<file path="config.mk">
export PLATFORM = sky130hd
export DESIGN_NAME = lab9_soc_nios2_qsys_0_oci_dct_ctrl
export DESIGN_NICKNAME = d
export VERILOG_FILES = /design/src/rtl/lab9_soc_nios2_qsys_0_oci_dct_pkg.sv /design/src/rtl/lab9_soc_nios2_qsys_0_oci_dct_frame_reg.sv /design/src/rtl/lab9_soc_nios2_qsys_0_oci_dct_ctrl.sv
export SDC_FILE = /design/constraint.sdc
export NUM_CORES = 1
export LEC_CHECK = 0
export ABC_CLOCK_PERIOD_IN_PS = 2910
export BUFFER_PORTS_ARGS = -buffer_cell sky130_fd_sc_hd__buf_2
export CAP_MARGIN = 40
export CORE_ASPECT_RATIO = 1.2
export CORE_MARGIN = 10
export CORE_UTILIZATION = 43
export CTS_CLUSTER_DIAMETER = 30
export DETAILED_ROUTE_END_ITERATION = 8
export GPL_TIMING_DRIVEN = 0
export HOLD_SLACK_MARGIN = 0.12
export PLACE_DENSITY = 0.64
export SLEW_MARGIN = 20
export SYNTH_ARGS = -nofsm -noshare
export SYNTH_HDL_FRONTEND = slang
export SYNTH_HIERARCHICAL = 1
export SYNTH_SLANG_ARGS = --single-unit
</file>
<file path="constraint.sdc">
create_clock -name clk -period 2.91 [get_ports clk]
set_input_delay 0.582 -clock clk [delete_from_list [all_inputs] [get_ports clk]]
set_output_delay 0.582 -clock clk [all_outputs]
set_load 0.03 [all_outputs]
</file>
<file path="src/rtl/lab9_soc_nios2_qsys_0_oci_dct_pkg.sv">
// Shared constants and types for the OCI DCT packing controller.
// Frames are {count, buffer}; the FSM sequences normal run, end-of-test drain and done.
package lab9_soc_nios2_qsys_0_oci_dct_pkg;

  localparam int ATOM_W  = 2;
  localparam int ATOMS   = 15;
  localparam int CNT_W   = 4;
  localparam int BUF_W   = ATOM_W * ATOMS;
  localparam int FRAME_W = CNT_W + BUF_W;

  localparam logic [CNT_W-1:0] CNT_FULL = CNT_W'(ATOMS);

  typedef enum logic [1:0] {
    RUN   = 2'd0,
    DRAIN = 2'd1,
    DONE  = 2'd2
  } dct_state_e;

  typedef struct packed {
    logic [CNT_W-1:0] count;
    logic [BUF_W-1:0] buffer;
  } dct_frame_t;

endpackage

</file>
<file path="src/rtl/lab9_soc_nios2_qsys_0_oci_dct_frame_reg.sv">
// Single-entry frame holding register toward the trace-memory writer.
// Data is only replaced on load, so it stays stable while valid and not yet accepted.
module lab9_soc_nios2_qsys_0_oci_dct_frame_reg
  import lab9_soc_nios2_qsys_0_oci_dct_pkg::*;
(
  input  logic       clk,
  input  logic       reset_n,
  input  logic       load_i,
  input  dct_frame_t load_data_i,
  input  logic       ready_i,
  output logic       valid_o,
  output dct_frame_t data_o,
  output logic       out_free_o
);

  logic       valid_q, valid_d;
  dct_frame_t data_q, data_d;

  assign out_free_o = !valid_q || ready_i;
  assign valid_o    = valid_q;
  assign data_o     = data_q;

  // A load wins over a same-cycle accept so back-to-back frames keep valid high.
  always_comb begin
    valid_d = valid_q;
    data_d  = data_q;
    if (load_i) begin
      valid_d = 1'b1;
      data_d  = load_data_i;
    end else if (ready_i) begin
      valid_d = 1'b0;
    end
  end

  always_ff @(posedge clk or negedge reset_n) begin
    if (!reset_n) begin
      valid_q <= 1'b0;
      data_q  <= '0;
    end else begin
      valid_q <= valid_d;
      data_q  <= data_d;
    end
  end

endmodule

</file>
<file path="src/rtl/lab9_soc_nios2_qsys_0_oci_dct_ctrl.sv">
// OCI DCT packing controller: packs 2-bit atoms into 15-atom frames, handles flush
// requests and the end-of-test drain, then reports test_has_ended.
module lab9_soc_nios2_qsys_0_oci_dct_ctrl
  import lab9_soc_nios2_qsys_0_oci_dct_pkg::*;
(
  input  logic               clk,
  input  logic               reset_n,
  input  logic               atom_valid,
  input  logic [ATOM_W-1:0]  atom_data,
  output logic               atom_ready,
  input  logic               flush_req,
  input  logic               test_ending,
  output logic               frame_valid,
  input  logic               frame_ready,
  output logic [FRAME_W-1:0] frame_data,
  output logic [BUF_W-1:0]   dct_buffer,
  output logic [CNT_W-1:0]   dct_count,
  output logic               test_has_ended
);

  dct_state_e       state_q, state_d;
  logic [BUF_W-1:0] buf_q, buf_d;
  logic [CNT_W-1:0] cnt_q, cnt_d;
  logic             flush_pend_q, flush_pend_d;

  logic             out_free;
  logic             full;
  logic             has_data;
  logic             flush_active;
  logic             accept;
  logic             xfer;
  logic [CNT_W-1:0] slot_idx;
  logic [ATOMS-1:0] slot_we;
  dct_frame_t       frame_in;
  dct_frame_t       frame_out;

  assign full     = (cnt_q == CNT_FULL);
  assign has_data = (cnt_q != '0);

  // A flush waits for the holding register; it only matters while atoms are buffered.
  assign flush_active = (state_q == RUN) && has_data && (flush_req || flush_pend_q);

  assign atom_ready = (state_q == RUN) && (!full || out_free) && !flush_req && !flush_pend_q;
  assign accept     = atom_valid && atom_ready;
  assign xfer       = out_free && has_data && (full || flush_active || (state_q == DRAIN));

  // An atom accepted together with a transfer starts the new frame at slot 0.
  assign slot_idx = xfer ? '0 : cnt_q;

  for (genvar gi = 0; gi < ATOMS; gi++) begin : g_slot
    assign slot_we[gi] = accept && (slot_idx == CNT_W'(gi));
    assign buf_d[ATOM_W*gi +: ATOM_W] =
      slot_we[gi] ? atom_data : (xfer ? '0 : buf_q[ATOM_W*gi +: ATOM_W]);
  end

  always_comb begin
    cnt_d = xfer ? '0 : cnt_q;
    if (accept) begin
      cnt_d = cnt_d + 1'b1;
    end
  end

  always_comb begin
    flush_pend_d = flush_pend_q;
    if ((state_q != RUN) || xfer) begin
      flush_pend_d = 1'b0;
    end else if (flush_req && has_data) begin
      flush_pend_d = 1'b1;
    end
  end

  always_comb begin
    state_d = state_q;
    case (state_q)
      RUN:     if (test_ending) state_d = DRAIN;
      DRAIN:   if (!has_data && !frame_valid) state_d = DONE;
      DONE:    state_d = DONE;
      default: state_d = RUN;
    endcase
  end

  always_ff @(posedge clk or negedge reset_n) begin
    if (!reset_n) begin
      state_q      <= RUN;
      buf_q        <= '0;
      cnt_q        <= '0;
      flush_pend_q <= 1'b0;
    end else begin
      state_q      <= state_d;
      buf_q        <= buf_d;
      cnt_q        <= cnt_d;
      flush_pend_q <= flush_pend_d;
    end
  end

  assign frame_in.count  = cnt_q;
  assign frame_in.buffer = buf_q;

  lab9_soc_nios2_qsys_0_oci_dct_frame_reg u_frame_reg (
    .clk         (clk),
    .reset_n     (reset_n),
    .load_i      (xfer),
    .load_data_i (frame_in),
    .ready_i     (frame_ready),
    .valid_o     (frame_valid),
    .data_o      (frame_out),
    .out_free_o  (out_free)
  );

  assign frame_data     = frame_out;
  assign dct_buffer     = buf_q;
  assign dct_count      = cnt_q;
  assign test_has_ended = (state_q == DONE);

endmodule

</file>
* Word-level counts from Yosys, hierarchy flattened *
Index checks and enable logic that the tools add are counted.

operators by class
  order comparisons = 0
  shift-type cells = 0
  equal/unequal tests = 19
  add/sub/neg operators = 1
  bitwise logic cells = 0
  multipliers = 0
  mux-type cells = 25
  reduce and logical (&&, ||, !) cells = 58
  divide/modulo/power cells = 0

operators by type and width
  cell                                            count
  two-way mux 2 bit                               18
  nonzero test 2 bit                              18
  == test 4 bit (second input constant)           8
  logical AND 1 bit                               25
  == test 4 x 3 -> 1 bit (second input constant)  4
  == test 4 x 2 -> 1 bit (second input constant)  2
  two-way mux 4 bit                               2
  logical OR 1 bit                                6
  one-hot mux 2 bit (3 select lines)              1
  zero test 1 bit                                 5
  adder 4 x 1 -> 4 bit (second input constant)    1
  == test 4 x 1 -> 1 bit (second input constant)  1
  zero test 4 bit                                 1
  two-way mux 1 bit                               4
  nonzero test 4 bit                              1
  == test 2 x 1 -> 1 bit (second input constant)  1
  == test 2 bit (second input constant)           1
  zero test 2 bit                                 1
  != test 2 x 1 -> 1 bit (second input constant)  1
  != test 2 bit (second input constant)           1
  AND reduction 2 bit                             1

word-level totals
  register bits = 72
  bits of input ports = 8
  RAM bits = 0
  bits in latches = 0
  memories kept = 0
  output and inout port bits = 71
  bits in read-only memories = 0
  logic and storage cells = 124

* Logic depth before layout (Yosys ltp) *
Gate-level depths: netlist of run 1.

  word-level depth = 10
  depth in mapped cells = 9

* Cells and area by module *
The synthesis of run 1 kept the hierarchy.

by module, submodules not included
  module                                   cells each  seq. area each (um^2)  area an instance (um^2)  instances
  lab9_soc_nios2_qsys_0_oci_dct_ctrl       184         925.9                  1849.3                   1
  lab9_soc_nios2_qsys_0_oci_dct_frame_reg  75          875.8                  1451.4                   1

* Worst setup path before layout of run 1 *
OpenSTA, ideal clock, no wires.

  path kind = input-to-output
  start = input frame_ready
  end = output atom_ready
  setup slack = 0.512 ns
  stages on the path = 3
  data arrival time = 1.816 ns
  cell sequence = nand2b_1 -> nor2_1 -> nor4_1

on the way
  longest elaborated chain between the ends = 5

RTL lines
  what                             RTL line                                       source
  start, declared                  lab9_soc_nios2_qsys_0_oci_dct_ctrl.sv:14       input logic frame_ready,
  logical OR 1 bit                 lab9_soc_nios2_qsys_0_oci_dct_frame_reg.sv:19  assign out_free_o = !valid_q || ready_i;
  logical OR 1 bit                 lab9_soc_nios2_qsys_0_oci_dct_ctrl.sv:43       assign atom_ready = (state_q == RUN) && (!full || out_free) && !flush_req && !flush_pend_q;
  logical AND 1 bit (3 in series)  lab9_soc_nios2_qsys_0_oci_dct_ctrl.sv:43
  end, declared                    lab9_soc_nios2_qsys_0_oci_dct_ctrl.sv:10       output logic atom_ready,

No other way between the ends.

* Worst setup path in the final report of run 1 *
  start = register state_q[1]
  end = register u_frame_reg.data_q, in the netlist u_frame_reg/data_o[13]

on the way
  longest elaborated chain between the ends = 6
  elaborated cells on any way between the ends = 7
  classes of those cells = eq/ne: 1; reduce/logical: 6

RTL lines
  what                             RTL line                                       source
  start, declared                  lab9_soc_nios2_qsys_0_oci_dct_ctrl.sv:21       dct_state_e state_q, state_d;
  start signal, assigned           lab9_soc_nios2_qsys_0_oci_dct_ctrl.sv:89       state_q <= state_d;
  zero test 2 bit                  lab9_soc_nios2_qsys_0_oci_dct_ctrl.sv:41       assign flush_active = (state_q == RUN) && has_data && (flush_req || flush_pend_q);
  logical AND 1 bit (2 in series)  lab9_soc_nios2_qsys_0_oci_dct_ctrl.sv:41
  logical OR 1 bit                 lab9_soc_nios2_qsys_0_oci_dct_ctrl.sv:45       assign xfer = out_free && has_data && (full || flush_active || (state_q == DRAIN));
  logical OR 1 bit *               lab9_soc_nios2_qsys_0_oci_dct_ctrl.sv:45
  logical AND 1 bit *              lab9_soc_nios2_qsys_0_oci_dct_ctrl.sv:45
  net xfer                         lab9_soc_nios2_qsys_0_oci_dct_ctrl.sv:31       logic xfer;
  end signal, assigned             lab9_soc_nios2_qsys_0_oci_dct_frame_reg.sv:41  data_q <= data_d;
  end, declared                    lab9_soc_nios2_qsys_0_oci_dct_frame_reg.sv:17  dct_frame_t data_q, data_d;

Mark *: on every way through the listed nets, which the timed path passes. The rest lies on a longest branch.
A chain may end at the register's enable or synchronous reset.

==> results of run 1 <==
## power by group
part           switching (uW)  internal, uW
Sequential                113          1140
Clock                     351           301
Combinational             890           573
## synth_stat cells, types with 4 or more instances
master,count
sky130_fd_sc_hd__mux2i_1,14
sky130_fd_sc_hd__a21oi_1,17
sky130_fd_sc_hd__mux2_2,5
sky130_fd_sc_hd__buf_6,4
sky130_fd_sc_hd__nor2_1,31
sky130_fd_sc_hd__nand2_1,19
sky130_fd_sc_hd__mux2_4,30
sky130_fd_sc_hd__dfrtp_1,72
sky130_fd_sc_hd__inv_1,4
sky130_fd_sc_hd__a32oi_1,4
sky130_fd_sc_hd__buf_2,5
sky130_fd_sc_hd__nand3_1,11
sky130_fd_sc_hd__nor3b_1,4
## layer usage
layer	global-route usage [%]	up-vias	wire length (um)
li1	-	1088	-
met3	3.454	10	393
met2	22.63	65	3966
met5	0	-	0
met1	16.70	1148	3333
met4	5.283	0	103
## kinds of logic after synthesis
logic type | count (synthesis)
and+or+nand+nor | 79
DFF | 72
muxes | 49
AOI/OAI and AO/OA | 34
buffers and inverters | 19
xor gates and xnor gates | 3
adders and majority gates | 3
## final cells by class
cell class                 count  area, um2  area share, %
sequential                    72       1802          45.07
multi-input combinational    168       1341          33.55
timing repair buffer          80      430.4          10.77
buffer                        15      142.6          3.568
clock buffer                  11      131.4          3.286
tap                           90      112.6          2.817
clock inverter                 4      22.52         0.5634
inverter                       4      15.01         0.3756
## cells in the final DEF (no fill, tap or decap), types with 2 or more instances in the layout
cell type and count:
sky130_fd_sc_hd__a32oi_1 4, sky130_fd_sc_hd__or2_1 2, sky130_fd_sc_hd__o21ai_2 2, sky130_fd_sc_hd__clkbuf_8 9
sky130_fd_sc_hd__nand3b_1 2, sky130_fd_sc_hd__nor2_1 31, sky130_fd_sc_hd__buf_6 4, sky130_fd_sc_hd__nand3_1 11
sky130_fd_sc_hd__dfrtp_1 72, sky130_fd_sc_hd__inv_1 4, sky130_fd_sc_hd__buf_2 82, sky130_fd_sc_hd__nand2b_1 2
sky130_fd_sc_hd__nor4_1 2, sky130_fd_sc_hd__clkinv_2 3, sky130_fd_sc_hd__mux2_2 5, sky130_fd_sc_hd__nand2_1 19
sky130_fd_sc_hd__a32o_1 2, sky130_fd_sc_hd__nor3b_1 4, sky130_fd_sc_hd__mux2i_1 14, sky130_fd_sc_hd__mux2_4 30
sky130_fd_sc_hd__ha_1 3, sky130_fd_sc_hd__o31ai_1 2, sky130_fd_sc_hd__a21oi_1 17, sky130_fd_sc_hd__xnor2_1 3
sky130_fd_sc_hd__clkbuf_1 4, sky130_fd_sc_hd__buf_12 3
## registers in the layout, summed over array words and instances (netlist names)
signal,cells
u_frame_reg/data_o,34
dct_buffer,30
dct_count,4
state_q,2
flush_pend_q,1
u_frame_reg/valid_o,1
## worst max-delay path, stage by stage, from the launching register on
cell and delay (ns):
sky130_fd_sc_hd__dfrtp_1 0.41, sky130_fd_sc_hd__inv_1 0.09, sky130_fd_sc_hd__ha_1 0.21, sky130_fd_sc_hd__o21a_1 0.23, sky130_fd_sc_hd__nor3b_1 0.07, sky130_fd_sc_hd__o21ai_1 0.50
sky130_fd_sc_hd__buf_2 0.33, sky130_fd_sc_hd__buf_6 0.20, sky130_fd_sc_hd__buf_12 0.16, sky130_fd_sc_hd__mux2_4 0.30
## timing repair
action,CTS,global route
hold buffers,1,0
setup endpoints to repair,0,0
hold endpoints to repair,16,0
resized for setup,0,0
## how the worst max path moves through the flow
stage	endpoint	cells after the start
floorplan	atom_ready	3
global placement	u_frame_reg/data_o[23]$_DFFE_PN0P_	8
detailed placement	u_frame_reg/data_o[26]$_DFFE_PN0P_	8
CTS	u_frame_reg/data_o[13]$_DFFE_PN0P_	9
global route	u_frame_reg/data_o[13]$_DFFE_PN0P_	9
finish	u_frame_reg/data_o[13]$_DFFE_PN0P_	9
## per-stage QoR
stage	power, uW	setup slack (ns)	std cells
3_5_place_dp	2759	0.1851	428
4_1_cts	3415	0.2270	444
2_1_floorplan	2370	0.5123	259
5_1_grt	3560	0.06687	444
6_report	3370	0.2702	444
3_3_place_gp	2709	0.2430	427
==> impl_metrics.toml, run 1 <==
[detailed_routing]
vias_per_cell = 5.205
detailed_route_wl_um = 7796
drt_drc_violations_left = 0
detailedRoute.firstIterationViolations = 75
length_of_the_first_detailed_routing_pass_in_iterations = 4
vias = 2311
ant_nets = 0
post_drt_wl_per_cell_um = 17.56

[sta]
slew_viol_final = 0
min_cycle_time_layout_ns = 2.640
timing_worst_slew_pin_value_ns = 0.7084
fin_hold_ws_ns = 0.5053
slew_headroom_pct = 52.67
final_setup_vio_count = 0
rsz0062_at_grt = "no"
fmax_ghz = 0.3788
clock-skew-final_ns = 0.007928
period_share_pct = 90.71
tns_ns = 0
report.final.hold_viol_count = 0

[clocking]
cts-buffers-inserted = 9
htree_num_levels = 3
cts_tree = "done"
clock_insertion_delay_worst_skew_ns = 0.33
ctsLongestPathBuffers = 2
clk_root_buffer_cell = "sky130_fd_sc_hd__clkbuf_8"
cts_num_sinks = 72
clk_transition_reported_paths_ns = 0.07
cts_setup_buffers = 0

[floorplanning]
dieWidth_um = 99.98
die-height_um = 116.0
rows = 34
floorplan.initialDensity_pct = 44.85
design.core.area_um2 = 7360
top_level_port_count = 79
floorplan.die_area_um2 = 11600

[logic_synthesis]
synth.avg_cell_area_um2 = 12.74
ys.flop_type = "sky130_fd_sc_hd__dfrtp_1"
yosys.area_share.simple_pct = 11.49
netlist_area_pre_place_um2 = 3301
muxShareOfSynthArea_pct = 19.60
synth_top_area_cells = "sky130_fd_sc_hd__dfrtp_1 (55%), sky130_fd_sc_hd__mux2_4 (14%), sky130_fd_sc_hd__mux2i_1 (4.2%), sky130_fd_sc_hd__nor2_1 (3.5%), sky130_fd_sc_hd__a21oi_1 (2.6%)"
post-synth-top-area-fraction_pct = 54.59
combinational_family_with_the_most_area_after_synthesis = "multiplexers"
synth_compound_gate_area_share_pct = 7.619
mappedNetlistNets = 270
synth_xor_xnor_area_share_pct = 0.7961
ys.warnings.count = 6
synthAdderAreaFrac_pct = 1.137
synth_cell_types = 38
ys_seq_elements = 72
synth_seq_area_share_pct = 54.59
netlist.top_cell.by_area = "sky130_fd_sc_hd__dfrtp_1"
asyncSetResetFlopFracSynth_pct = 100.0
synth_cells = 259
synth_enable_flop_cells = 0

[cells_and_area]
final_layout_size_suffix_gt1_share_pct = 41.53
fillCellCount = 655
nets = 361
area_growth_syn_to_layout_pct = 21.11
layout.cell_area.non_filler_um2 = 3998
antenna_cells = 0
final_core_util_pct = 54.32

[power_and_ir_drop]
vdd.ir_drop.worst_mv = 0.4850
total_leakage_power_uw = 0.002055
power_density_nw_per_um2 = 842.9

[setup_path]
worstPathMaxFanout = 10
reg2reg_depth = 9
worst_r2r_endpoint = "u_frame_reg/data_o[13]$_DFFE_PN0P_"
end_kind = "register"
cp_data_required_time_ns = 3.13
critPathLaunchType = "register"
worst_setup_path_startpoint = "state_q[1]$_DFFE_PN0P_"
rrSetupSlack_ns = 0.27
r2r_start = "state_q[1]$_DFFE_PN0P_"
crit_type = "reg2reg"
timing.critical_path.arrival_ns = 2.86

[global_routing]
grt_first_pass_wirelength_um = 12780
grt_pass1_vias = 2471
initial_antenna_violation_count = 0
global_route.usage.total_pct = 13.65
grt_max_degree = 57
overflow = 0

[run]
max_cap_violations = 0

[place]
dp_hpwl_um = 5720
post_dp_cell_area_um2 = 3834
placement.io_buffers = 78
gp_congestion = 0.7537

[hold_path]
holdPathStages = 1
min-delay-path-class = "reg2reg"
holdCritStartpoint = "u_frame_reg/data_o[32]$_DFFE_PN0P_"
worstHoldEndpoint = "u_frame_reg/data_o[32]$_DFFE_PN0P_"

[outcome]
status = "complete, no violations"
Power figures use the tool's default switching activity.
==> run 2, diff against run 1 <==
--- a/config.mk
+++ b/config.mk
@@ -11,6 +11,7 @@
 export CORE_ASPECT_RATIO = 1.2
 export CORE_MARGIN = 10
 export CORE_UTILIZATION = 43
+export CTS_BUF_LIST = sky130_fd_sc_hd__clkbuf_4 sky130_fd_sc_hd__clkbuf_8
 export CTS_CLUSTER_DIAMETER = 30
 export DETAILED_ROUTE_END_ITERATION = 8
 export GPL_TIMING_DRIVEN = 0
==> run 2 against run 1 <==
Compared with the run above: clock power grew 3.4%; critical path type unchanged; global-route usage is the same; final cell count is the same; sequential power is essentially flat; sequential share of layout area shrank 0.085 points; combinational power is essentially flat; maximum frequency shrank 0.14%; first-iteration DRC count is the same; power grew 0.62%; flip-flop and latch count is the same; final area grew 0.19%.
==> impl_metrics.toml, run 2 (synthesized netlist as in run 1, its figures left out) <==
[setup_path]
end_kind = "register"
cp_cell_sequence = "inv_1, ha_1, o21a_1, nor3b_1, o21ai_1, buf_2, buf_6, buf_12, mux2_4"
rrSetupSlack_ns = 0.27
worst_path_largest_cell_delay_ns = 0.49
worstPathBufferInverterCount = 4
crit_type = "reg2reg"
path_delay_family = "buffers and inverters"
slowest_stage = "sky130_fd_sc_hd__o21ai_1"
timing.critical_path.arrival_ns = 2.86
worstPathMaxFanout = 10
critPathLaunchType = "register"
cp_data_required_time_ns = 3.13

[cells_and_area]
mostFrequentLayoutCell = "sky130_fd_sc_hd__buf_2"
fillCellCount = 653
final_layout_size_suffix_gt1_share_pct = 42.09
area_growth_syn_to_layout_pct = 21.34
largest_register_ffs = 34
antenna_cells = 0
nets = 361
instances_no_fill = 444
layout_common_cells = "sky130_fd_sc_hd__buf_2 (82), sky130_fd_sc_hd__dfrtp_1 (72), sky130_fd_sc_hd__nor2_1 (31)"

[place]
placement.io_buffers = 78
pre_cts_ws_ns = 0.1851
dp_hpwl_um = 5720
gp_congestion = 0.7537
place.detailed.instances = 428

[global_routing]
grt_pass1_vias = 2471
grt_first_pass_wirelength_um = 12780
overflow = 0
initial_antenna_violation_count = 0
global_route.usage.total_pct = 13.65
grt_max_degree = 57

[detailed_routing]
length_of_the_first_detailed_routing_pass_in_iterations = 4
vias_per_cell = 5.198
drt_drc_violations_left = 0
ant_nets = 0
detailedRoute.firstIterationViolations = 75
detailed_route_wl_um = 7801
vias = 2308
post_drt_wl_per_cell_um = 17.57

[power_and_ir_drop]
power_density_nw_per_um2 = 846.5
vdd.ir_drop.worst_mv = 0.4852
total_leakage_power_uw = 0.002062

[sta]
timing_worst_slew_pin_value_ns = 0.7182
tns_ns = 0
min_cycle_time_layout_ns = 2.643
final_setup_vio_count = 0
period_share_pct = 90.84
report.final.hold_viol_count = 0
slew_headroom_pct = 52.02
fmax_ghz = 0.3783
layout_setup_ws_ns = 0.2665
slew_viol_final = 0
rsz0062_at_grt = "no"
clock-skew-final_ns = 0.009101

[floorplanning]
floorplan.die_area_um2 = 11600
rows = 34
design.core.area_um2 = 7360
floorplan.initialDensity_pct = 44.85
top_level_port_count = 79
die-height_um = 116.0
dieWidth_um = 99.98

[clocking]
clk_root_buffer_cell = "sky130_fd_sc_hd__clkbuf_8"
cts-resized-gates = 0
cts-buffers-inserted = 9
cts_setup_buffers = 0
cts_num_sinks = 72
htree_num_levels = 3
cts_tree = "done"
cts.hold.buffers_added = 1
ctsLongestPathBuffers = 2
clock_insertion_delay_worst_skew_ns = 0.34
clk_transition_reported_paths_ns = 0.08

[outcome]
status = "complete, no violations"

[run]
max_cap_violations = 0

[hold_path]
min-delay-path-class = "reg2reg"
[run 2: cell counts in the layout (fill, tap and decap cells not counted)]
Identical to the previous run, type by type.
[run 2: path summary, 6_finish.rpt]
kind,cells past startpoint,startpoint,to
setup / recovery,9,state_q[1]$_DFFE_PN0P_,u_frame_reg/data_o[13]$_DFFE_PN0P_
hold / removal,1,u_frame_reg/data_o[32]$_DFFE_PN0P_,u_frame_reg/data_o[32]$_DFFE_PN0P_
setup reg to reg,9,state_q[1]$_DFFE_PN0P_,u_frame_reg/data_o[13]$_DFFE_PN0P_
hold reg to reg,1,u_frame_reg/data_o[32]$_DFFE_PN0P_,u_frame_reg/data_o[32]$_DFFE_PN0P_
max in group asynchronous,3,reset_n,dct_buffer[20]$_DFFE_PN0P_
min in group asynchronous,2,reset_n,state_q[1]$_DFFE_PN0P_
[run 2: layer usage]
| layer | share of wire, % | up-vias | track usage (%) |
|---|---|---|---|
| li1 | - | 1089 | - |
| met1 | 43 | 1144 | 16.70 |
| met2 | 51 | 64 | 22.63 |
| met3 | 5.0 | 11 | 3.454 |
| met4 | 1.5 | 0 | 5.283 |
| met5 | 0 | - | 0 |
[run 2: area by class of cell]
cell class / instances / area, um2 / share of cell area, %
Sequential cell: 72 / 1802 / 44.99
Multi-Input combinational cell: 168 / 1341 / 33.49
Timing Repair Buffer: 80 / 430.4 / 10.75
Buffer: 15 / 142.6 / 3.561
Clock buffer: 11 / 138.9 / 3.468
Tap cell: 90 / 112.6 / 2.812
Clock inverter: 4 / 22.52 / 0.5623
Inverter: 4 / 15.01 / 0.3749
[run 2: power breakdown]
| group | internal (uW) | leakage [uW] | total [uW] | switching [uW] |
|---|---|---|---|---|
| Sequential | 1140 | 0.000993 | 1250 | 112 |
| Combinational | 573 | 0.000983 | 1460 | 890 |
| Clock | 320 | 0.0000858 | 674 | 354 |
| Total | 2030 | 0.00206 | 3390 | 1360 |
[run 2: stage by stage]
stage	area (um2)	hold slack [ns]	power, uW	util (%)
after floorplan	3301	0.2864	2370	-
after global placement	3804	0.4875	2709	51.68
after detailed placement	3834	0.4782	2759	52.09
after CTS	4005	0.5113	3436	54.42
after global routing	4005	0.5299	3579	54.42
final	4005	0.5053	3391	54.42
[run 2: worst reg2reg max path, delay by kind of cell, from the launching register on]
family | cells | cell delay [ns]
buffers and inverters | 4 | 0.79
AO/OA/AOI/OAI | 2 | 0.72
flip-flops | 1 | 0.42
multiplexers | 1 | 0.31
adder cells (fa/ha/maj) | 1 | 0.21
AND/OR/NAND/NOR | 1 | 0.07
